**config.mk**
```make
export PLATFORM = sky130hd
export DESIGN_NAME = pipeline_hazard_ctrl_flat
export DESIGN_NICKNAME = d
export VERILOG_FILES = /design/src/rtl/pipeline_hazard_ctrl_if.sv /design/src/rtl/pipeline_hazard_ctrl.sv /design/src/flat_wrapper.sv
export SDC_FILE = /design/constraint.sdc
export NUM_CORES = 1
export LEC_CHECK = 0
export CORE_UTILIZATION = 43
export CTS_BUF_LIST = sky130_fd_sc_hd__clkbuf_8
export DETAILED_ROUTE_END_ITERATION = 12
export PLACE_DENSITY_LB_ADDON = 0.08
export SLEW_MARGIN = 10
export SYNTH_ARGS = -nofsm -noshare
export SYNTH_HDL_FRONTEND = slang
export SYNTH_SLANG_ARGS = --single-unit
```
**constraint.sdc**
```tcl
create_clock -name clk_i -period 1.9 [get_ports clk_i]
set_input_delay 0.38 -clock clk_i [delete_from_list [all_inputs] [get_ports clk_i]]
set_output_delay 0.38 -clock clk_i [all_outputs]
set_load 0.02 [all_outputs]
```
**src/rtl/pipeline_hazard_ctrl_if.sv**
```systemverilog
// pipeline_hazard_ctrl_if: hazard-controller signal bundle between the pipeline front end and the sequencer
// master: the sequencer (takes hazard/branch/memory status, drives PC/IF/ID/pipe controls)
// slave : the pipeline side (drives status, takes controls)
`timescale 1ns/1ps
interface pipeline_hazard_ctrl_if #(parameter int RA_W = 5, parameter int CNT_W = 32);
  logic start_i;
  logic idex_memread_i;
  logic [RA_W-1:0] idex_rt_i;
  logic [RA_W-1:0] ifid_rs_i;
  logic [RA_W-1:0] ifid_rt_i;
  logic branch_taken_i;
  logic dmem_req_i;
  logic dmem_ack_i;
  logic pc_write_o;
  logic ifid_write_o;
  logic ifid_flush_o;
  logic idex_bubble_o;
  logic pipe_stall_o;
  logic dmem_strobe_o;
  logic [1:0] state_o;
  logic [CNT_W-1:0] stall_cnt_o;
  modport master(
    input start_i, idex_memread_i, idex_rt_i, ifid_rs_i, ifid_rt_i, branch_taken_i, dmem_req_i, dmem_ack_i,
    output pc_write_o, ifid_write_o, ifid_flush_o, idex_bubble_o, pipe_stall_o, dmem_strobe_o, state_o, stall_cnt_o
  );
  modport slave(
    output start_i, idex_memread_i, idex_rt_i, ifid_rs_i, ifid_rt_i, branch_taken_i, dmem_req_i, dmem_ack_i,
    input pc_write_o, ifid_write_o, ifid_flush_o, idex_bubble_o, pipe_stall_o, dmem_strobe_o, state_o, stall_cnt_o
  );
endinterface

```
**src/rtl/pipeline_hazard_ctrl.sv**
```systemverilog
// pipeline_hazard_ctrl: front-end sequencer for PC write, IF/ID write/flush, ID/EX bubble, pipe freeze and dmem handshake
// clk_i, rst_i (async, active-high); bus: pipeline_hazard_ctrl_if.master carrying status in, controls and stall counter out
`timescale 1ns/1ps
module pipeline_hazard_ctrl #(
  parameter int CNT_W = 32,
  parameter int RA_W  = 5
) (
  input logic clk_i,
  input logic rst_i,
  pipeline_hazard_ctrl_if.master bus
);
  localparam logic [1:0] IDLE = 2'b00, RUN = 2'b01, MEM = 2'b10;
  logic [1:0] state, nxt;
  logic [CNT_W-1:0] cnt;
  logic [RA_W-1:0] rt;
  logic run, mem, lu, adv;
  assign run = state == RUN;
  assign mem = state == MEM;
  assign rt = bus.idex_rt_i;
  assign lu = bus.idex_memread_i & (rt != '0) & (rt == bus.ifid_rs_i | rt == bus.ifid_rt_i);
  // the pipe moves this cycle: normal RUN flow, or the cycle a pending memory access completes
  assign adv = (run & bus.start_i & ~bus.dmem_req_i) | (mem & bus.dmem_ack_i);
  always_ff @(posedge clk_i or posedge rst_i)
    if (rst_i) begin
      state <= IDLE;
      cnt <= '0;
    end else begin
      state <= nxt;
      if ((run | mem) & ~bus.pc_write_o & (cnt != '1)) cnt <= cnt + CNT_W'(1);
    end
  // 2'b11 falls through to IDLE
  always_comb
    nxt = run ? (!bus.start_i ? IDLE : bus.dmem_req_i ? MEM : RUN)
        : mem ? (bus.dmem_ack_i ? RUN : MEM)
        : (state == IDLE && bus.start_i) ? RUN : IDLE;
  // a load-use hazard wins over a taken branch: the branch is re-resolved after the bubble
  always_comb begin
    bus.pc_write_o = adv & ~lu;
    bus.ifid_write_o = adv & ~lu;
    bus.ifid_flush_o = adv & ~lu & bus.branch_taken_i;
    bus.idex_bubble_o = adv & lu;
    bus.pipe_stall_o = ~adv;
    bus.dmem_strobe_o = mem;
  end
  assign bus.state_o = state;
  assign bus.stall_cnt_o = cnt;
endmodule

```
**src/flat_wrapper.sv**
```systemverilog
// flat-port wrapper written by rule: the top's interface ports become plain ports
module pipeline_hazard_ctrl_flat 
#(
  parameter int CNT_W = 32,
  parameter int RA_W  = 5
)
  (clk_i, rst_i, bus_start_i, bus_idex_memread_i, bus_idex_rt_i, bus_ifid_rs_i, bus_ifid_rt_i, bus_branch_taken_i, bus_dmem_req_i, bus_dmem_ack_i, bus_pc_write_o, bus_ifid_write_o, bus_ifid_flush_o, bus_idex_bubble_o, bus_pipe_stall_o, bus_dmem_strobe_o, bus_state_o, bus_stall_cnt_o);
  pipeline_hazard_ctrl_if #(.RA_W(RA_W), .CNT_W(CNT_W)) bus_i ();
  input logic clk_i;
  input logic rst_i;
  input wire logic [$bits(bus_i.start_i)-1:0] bus_start_i;
  input wire logic [$bits(bus_i.idex_memread_i)-1:0] bus_idex_memread_i;
  input wire logic [$bits(bus_i.idex_rt_i)-1:0] bus_idex_rt_i;
  input wire logic [$bits(bus_i.ifid_rs_i)-1:0] bus_ifid_rs_i;
  input wire logic [$bits(bus_i.ifid_rt_i)-1:0] bus_ifid_rt_i;
  input wire logic [$bits(bus_i.branch_taken_i)-1:0] bus_branch_taken_i;
  input wire logic [$bits(bus_i.dmem_req_i)-1:0] bus_dmem_req_i;
  input wire logic [$bits(bus_i.dmem_ack_i)-1:0] bus_dmem_ack_i;
  output wire logic [$bits(bus_i.pc_write_o)-1:0] bus_pc_write_o;
  output wire logic [$bits(bus_i.ifid_write_o)-1:0] bus_ifid_write_o;
  output wire logic [$bits(bus_i.ifid_flush_o)-1:0] bus_ifid_flush_o;
  output wire logic [$bits(bus_i.idex_bubble_o)-1:0] bus_idex_bubble_o;
  output wire logic [$bits(bus_i.pipe_stall_o)-1:0] bus_pipe_stall_o;
  output wire logic [$bits(bus_i.dmem_strobe_o)-1:0] bus_dmem_strobe_o;
  output wire logic [$bits(bus_i.state_o)-1:0] bus_state_o;
  output wire logic [$bits(bus_i.stall_cnt_o)-1:0] bus_stall_cnt_o;
  assign bus_i.start_i = bus_start_i;
  assign bus_i.idex_memread_i = bus_idex_memread_i;
  assign bus_i.idex_rt_i = bus_idex_rt_i;
  assign bus_i.ifid_rs_i = bus_ifid_rs_i;
  assign bus_i.ifid_rt_i = bus_ifid_rt_i;
  assign bus_i.branch_taken_i = bus_branch_taken_i;
  assign bus_i.dmem_req_i = bus_dmem_req_i;
  assign bus_i.dmem_ack_i = bus_dmem_ack_i;
  assign bus_pc_write_o = bus_i.pc_write_o;
  assign bus_ifid_write_o = bus_i.ifid_write_o;
  assign bus_ifid_flush_o = bus_i.ifid_flush_o;
  assign bus_idex_bubble_o = bus_i.idex_bubble_o;
  assign bus_pipe_stall_o = bus_i.pipe_stall_o;
  assign bus_dmem_strobe_o = bus_i.dmem_strobe_o;
  assign bus_state_o = bus_i.state_o;
  assign bus_stall_cnt_o = bus_i.stall_cnt_o;
  pipeline_hazard_ctrl #(.CNT_W(CNT_W), .RA_W(RA_W)) u_core (.clk_i(clk_i), .rst_i(rst_i), .bus(bus_i));
endmodule
```
* Yosys cells after proc, flatten, opt, wreduce, memory -nomap -nowiden *
Cells that the tools add are included.
Widths: inputs -> output; s select.

storage, ports and cells
  register bits = 34
  output and inout bits = 40

operators by class
  $add $sub $neg = 1
  equality and inequality tests = 5
  mux-type cells = 6
  bitwise operators = 17
  reduce and logical (&&, ||, !) cells = 3

operators by type and width
  operator               count
  $add 32x1->32 const B  1
  $ne 32x32->1 const B   1
  $and 1x1->1            10
  $eq 5x5->1             2
  $mux 2                 5
  $reduce_bool 5->1      1
  $not 1->1              4
  $or 1x1->1             3
  $eq 2x1->1 const B     1
  $eq 2x2->1 const B     1
  $logic_not 2->1        1
  $logic_and 1x1->1      1
  $mux 1                 1

* Longest topological paths before layout *
  depth after elaboration = 8
  mapped depth = 10

* Worst setup path before layout *
No wires, ideal clock.

  kind = register -> register
  from = reg u_core.state[0] (netlist: u_core.bus.state_o[0])
  to = reg u_core.cnt[29] (netlist: u_core.bus.stall_cnt_o[29])
  setup time = 0.130 ns
  arrival = 2.185 ns
  path slack = -0.415 ns
  cell stages (with the launch flop) = 10
  clock period less this slack = 2.315 ns
  cells stage by stage = dfrtp_1 inv_1 ha_1 a22o_1 inv_1 a221oi_2 nor4_4 buf_6 nand3_1 xnor2_1

RTL lines
  what                          line                        RTL
  start, declared               pipeline_hazard_ctrl.sv:13  logic [1:0] state, nxt;
  start signal, assigned        pipeline_hazard_ctrl.sv:28  state <= nxt;
  $eq 2x2->1 (*)                pipeline_hazard_ctrl.sv:18  assign mem = state == MEM;
  net bus_dmem_strobe_o         flat_wrapper.sv:24          output wire logic [$bits(bus_i.dmem_strobe_o)-1:0] bus_dmem_strobe_o;
  $and 1x1->1                   pipeline_hazard_ctrl.sv:22  assign adv = (run & bus.start_i & ~bus.dmem_req_i) | (mem & bus.dmem_ack_i);
  $or 1x1->1                    pipeline_hazard_ctrl.sv:22
  $and 1x1->1                   pipeline_hazard_ctrl.sv:38  bus.pc_write_o = adv & ~lu;
  $not 1->1                     pipeline_hazard_ctrl.sv:29  if ((run | mem) & ~bus.pc_write_o & (cnt != '1)) cnt <= cnt + CNT_W'(1);
  $and 1x1->1 (*) (2 in a row)  pipeline_hazard_ctrl.sv:29
  end signal, assigned          pipeline_hazard_ctrl.sv:29
  end, declared                 pipeline_hazard_ctrl.sv:14  logic [CNT_W-1:0] cnt;

Mark *: on every way through the listed nets, which the timed path passes. The rest lies on a longest branch.
A chain may end at the register's enable or synchronous reset.

* Final worst setup path *
  from = reg u_core.state[0] (netlist: u_core.bus.state_o[0])
  to = out bus_ifid_flush_o

on the way
  cells in the longest elaborated chain, start to end = 6

RTL lines
  what                          line                        RTL
  $eq 2x1->1                    pipeline_hazard_ctrl.sv:17  assign run = state == RUN;
  $and 1x1->1 (2 in a row)      pipeline_hazard_ctrl.sv:22
  $or 1x1->1 (*)                pipeline_hazard_ctrl.sv:22
  $and 1x1->1 (*) (2 in a row)  pipeline_hazard_ctrl.sv:40  bus.ifid_flush_o = adv & ~lu & bus.branch_taken_i;
  end, declared                 flat_wrapper.sv:21          output wire logic [$bits(bus_i.ifid_flush_o)-1:0] bus_ifid_flush_o;

Mark *: on every way between the ends. The rest lies on a longest branch, timed or not.

==> results.py <==
metrics = {
    "timing": {
        "report.final.setup_viol": 24,
        "setup_slack_ps": -151.3,
        "final.hold.worst_slack_ps": 491.3,
        "final-hold-violation-count": 0,
        "timing.clock.skew_ps": 5.198,
        "worstMarginPinSlew_ps": 458.7,
        "rsz0062_at_grt": "true",
        "timing.max_slew.rel_slack": 0.6942,
        "period_share": 1.080,
        "period_needed_ps": 2051,
        "report.final.slew_viol_count": 0,
        "timing.fmax_mhz": 487.5,
    },
    "cts": {
        "clkTransAtPathRegs_ps": 70,
        "cts-root-to-sink-buffers": 2,
        "numClockSinks": 34,
        "ctsHtreeMaxLevel": 2,
        "cts_made_buffers": 5,
        "holdBufCountCts": 0,
        "cts_tree": "built",
        "clock_latency_ps": 290,
        "library_cell_used_as_clock_root_buffer": "clkbuf_8",
    },
    "floorplan": {
        "floorplan.core_area_mm2": 0.004144,
        "dieWidth_um": 68.72,
        "die_area_mm2": 0.004722,
        "die_y_um": 68.72,
        "pin_count": 62,
        "start_util": 0.4620,
        "rows": 23,
    },
    "placed_design": {
        "gp_routability_congestion": 0.7664,
        "io_buffer_count": 61,
        "detailed_place.area_mm2": 0.003012,
        "dpl_ws_ps": -935.6,
        "dpl.hpwl_mm": 3.874,
    },
    "layout": {
        "n_antenna_cell": 0,
        "nFillCells": 308,
        "layout.core_utilization": 0.7781,
        "fin_nets": 324,
        "post_route_cells_drive_above_1_share": 0.3712,
        "areaGrowthSynthToFinish_pct": 68.43,
        "stdcell_area_mm2": 0.003224,
        "most_frequent_standard_cell_in_the_layout_excluding_fill_and_tap_cells": "buf_4",
        "layout_common_cells": "47 x buf_4, 40 x clkdlybuf4s50_1, 31 x dfrtp_1, 22 x xnor2_1, 15 x nand4_1",
    },
    "run": {
        "cap_violations": 0,
    },
    "global_route": {
        "grt.met2_usage": 0.4228,
        "busiest_layer": "met2",
        "pin_count_of_the_biggest_net_entering_global_routing": 35,
        "antenna_found_initial": 0,
        "grt_pass1_vias": 1809,
        "first_pass_grt_wire_length_mm": 8.390,
        "groute.usage.overall": 0.2471,
        "grtUsageMet1": 0.3036,
        "grt_use_met3": 0.04934,
        "grt.overflow.total": 0,
    },
    "routing": {
        "detail_route.iter0.violations": 117,
        "drc": 0,
        "detailroute.via_count": 1833,
        "postRouteAntennaNets": 0,
        "detail_route.wirelength_mm": 5.344,
        "drt-vias-per-instance": 5.252,
        "routed_wire_length_per_instance_um": 15.31,
        "firstDrtPassIters": 4,
    },
    "synthesis": {
        "synth_async_sr_flop_share": 1.000,
        "ys_top_cells_by_area": "dfrtp_1 44%, xnor2_1 11%, xor2_1 6.9%",
        "synthDominantAreaCellType": "dfrtp_1",
        "synth_top_cell_area_share": 0.4444,
        "number_of_enable_type_register_cells_in_the_synthesized_netlist": 0,
        "mappedNetlistNets": 209,
        "synthesis.area_mm2": 0.001914,
        "ys_types": 38,
        "yosys_reg_bits": 34,
        "synth_cells": 183,
        "ys_warn_count": 0,
        "synthesis.area_per_instance_um2": 10.46,
        "yosysSeqAreaShare": 0.4444,
        "synth-main-ff-cell": "dfrtp_1",
    },
    "critical_path": {
        "crit_arrival_ps": 1670,
        "rr_startpoint": "u_core.bus.state_o[0]",
        "cpLargestDelayFamily": "flip-flops",
        "worst_setup_path_startpoint": "u_core.bus.state_o[0]",
        "startpoint_type": "flop",
        "critical_path_cell_by_cell": "ha_4, nor2b_4, a22o_4, o21ai_4, inv_6, and2_4, buf_6",
        "crit_required_ps": 1520,
        "worst_setup_path_end_kind": "output port",
        "crit_type": "flop to output port",
        "timing.critical_path.slowest_cell_delay_ps": 440,
        "path_max_fanout": 3,
        "timing.critical_path.slowest_stage_cell": "dfrtp_2",
        "path_buf_inv": 2,
    },
    "power": {
        "pwr_density_cell_mw_per_mm2": 832.0,
        "irDropWorstVdd_mv": 1.029,
        "leakage_power_nw": 1.451,
        "power.total_mw": 2.683,
    },
    "worst_hold_path": {
        "worst_hold_path_type": "flop to flop",
        "hold_path_startpoint": "u_core.bus.stall_cnt_o[31]",
    },
    "status": {
        "outcome": "finished, violations left",
        "failed_checks": "negative setup slack",
    },
}
==> Yosys cell counts, types with 2 or more instances <==
cell / number
ha_1: 4
dfrtp_1: 34
nand4_1: 15
and3_1: 8
nand2_1: 10
nand3_1: 13
nor3_1: 5
xor2_1: 15
and4_1: 4
and2_1: 6
inv_1: 7
nor4_1: 2
xnor2_1: 25
buf_2: 2
o21ai_0: 3
nor2_1: 7
nor4_4: 2
==> registers in the layout (all words and copies together) (netlist names) <==
| signal | flops |
|---|---|
| u_core.bus.stall_cnt_o | 32 |
| u_core.bus.state_o | 2 |
==> worst paths after layout <==
kind,endpoint,slack (ps),cells after the start
hold reg to reg,u_core.bus.stall_cnt_o[31],490,1
min in group asynchronous,u_core.bus.state_o[0],500,3
setup reg to reg,u_core.bus.stall_cnt_o[17],-140,8
max in group asynchronous,u_core.bus.stall_cnt_o[9],1050,3
setup / recovery,bus_ifid_flush_o,-150,7
hold / removal,u_core.bus.stall_cnt_o[31],490,1
==> power breakdown <==
part	leakage [nW]	switching, mW	total (mW)	internal, mW
clock	0.0493	0.279	0.532	0.253
combinational	0.948	0.610	1.28	0.670
sequential	0.454	0.0665	0.870	0.804
==> layout make-up <==
type | instances | area, um^2 | share of cell area
Multi-Input combinational cell | 138 | 1204 | 0.3733
Timing Repair Buffer | 112 | 985.9 | 0.3058
Sequential cell | 34 | 854.6 | 0.2650
Clock buffer | 5 | 68.82 | 0.02134
Tap cell | 50 | 62.56 | 0.01940
Inverter | 7 | 31.28 | 0.009701
Clock inverter | 3 | 17.52 | 0.005433
==> through the flow <==
step                      cells  TNS [ps]
after floorplan             183     -2233
after global placement      338    -17630
after detailed placement    338    -18890
after CTS                   347     -1313
after global routing        349     -3673
final                       349     -1965
==> cells by family after synthesis <==
kind of cell / Yosys count / synth area share
compound gates: 12 / 0.04575
xor+xnor: 40 / 0.1830
fa+ha+maj: 4 / 0.02614
buf+inv: 11 / 0.02876
flops: 34 / 0.4444
mux: 1 / 0.005882
simple gates: 81 / 0.2660
==> routing by layer <==
metal / wire (um) / up-vias
li1: - / 879
met1: 2280 / 887
met2: 2744 / 58
met3: 245 / 9
met4: 73 / 0
met5: 0 / -
==> repair_timing <==
item / CTS / global route
cloned: 0 / 0
buffers inserted: 1 / 2
pin swaps: 21 / 12
setup endpoints to repair: 38 / 32
gates resized for setup: 70 / 19
Power figures use the tool's default switching activity.
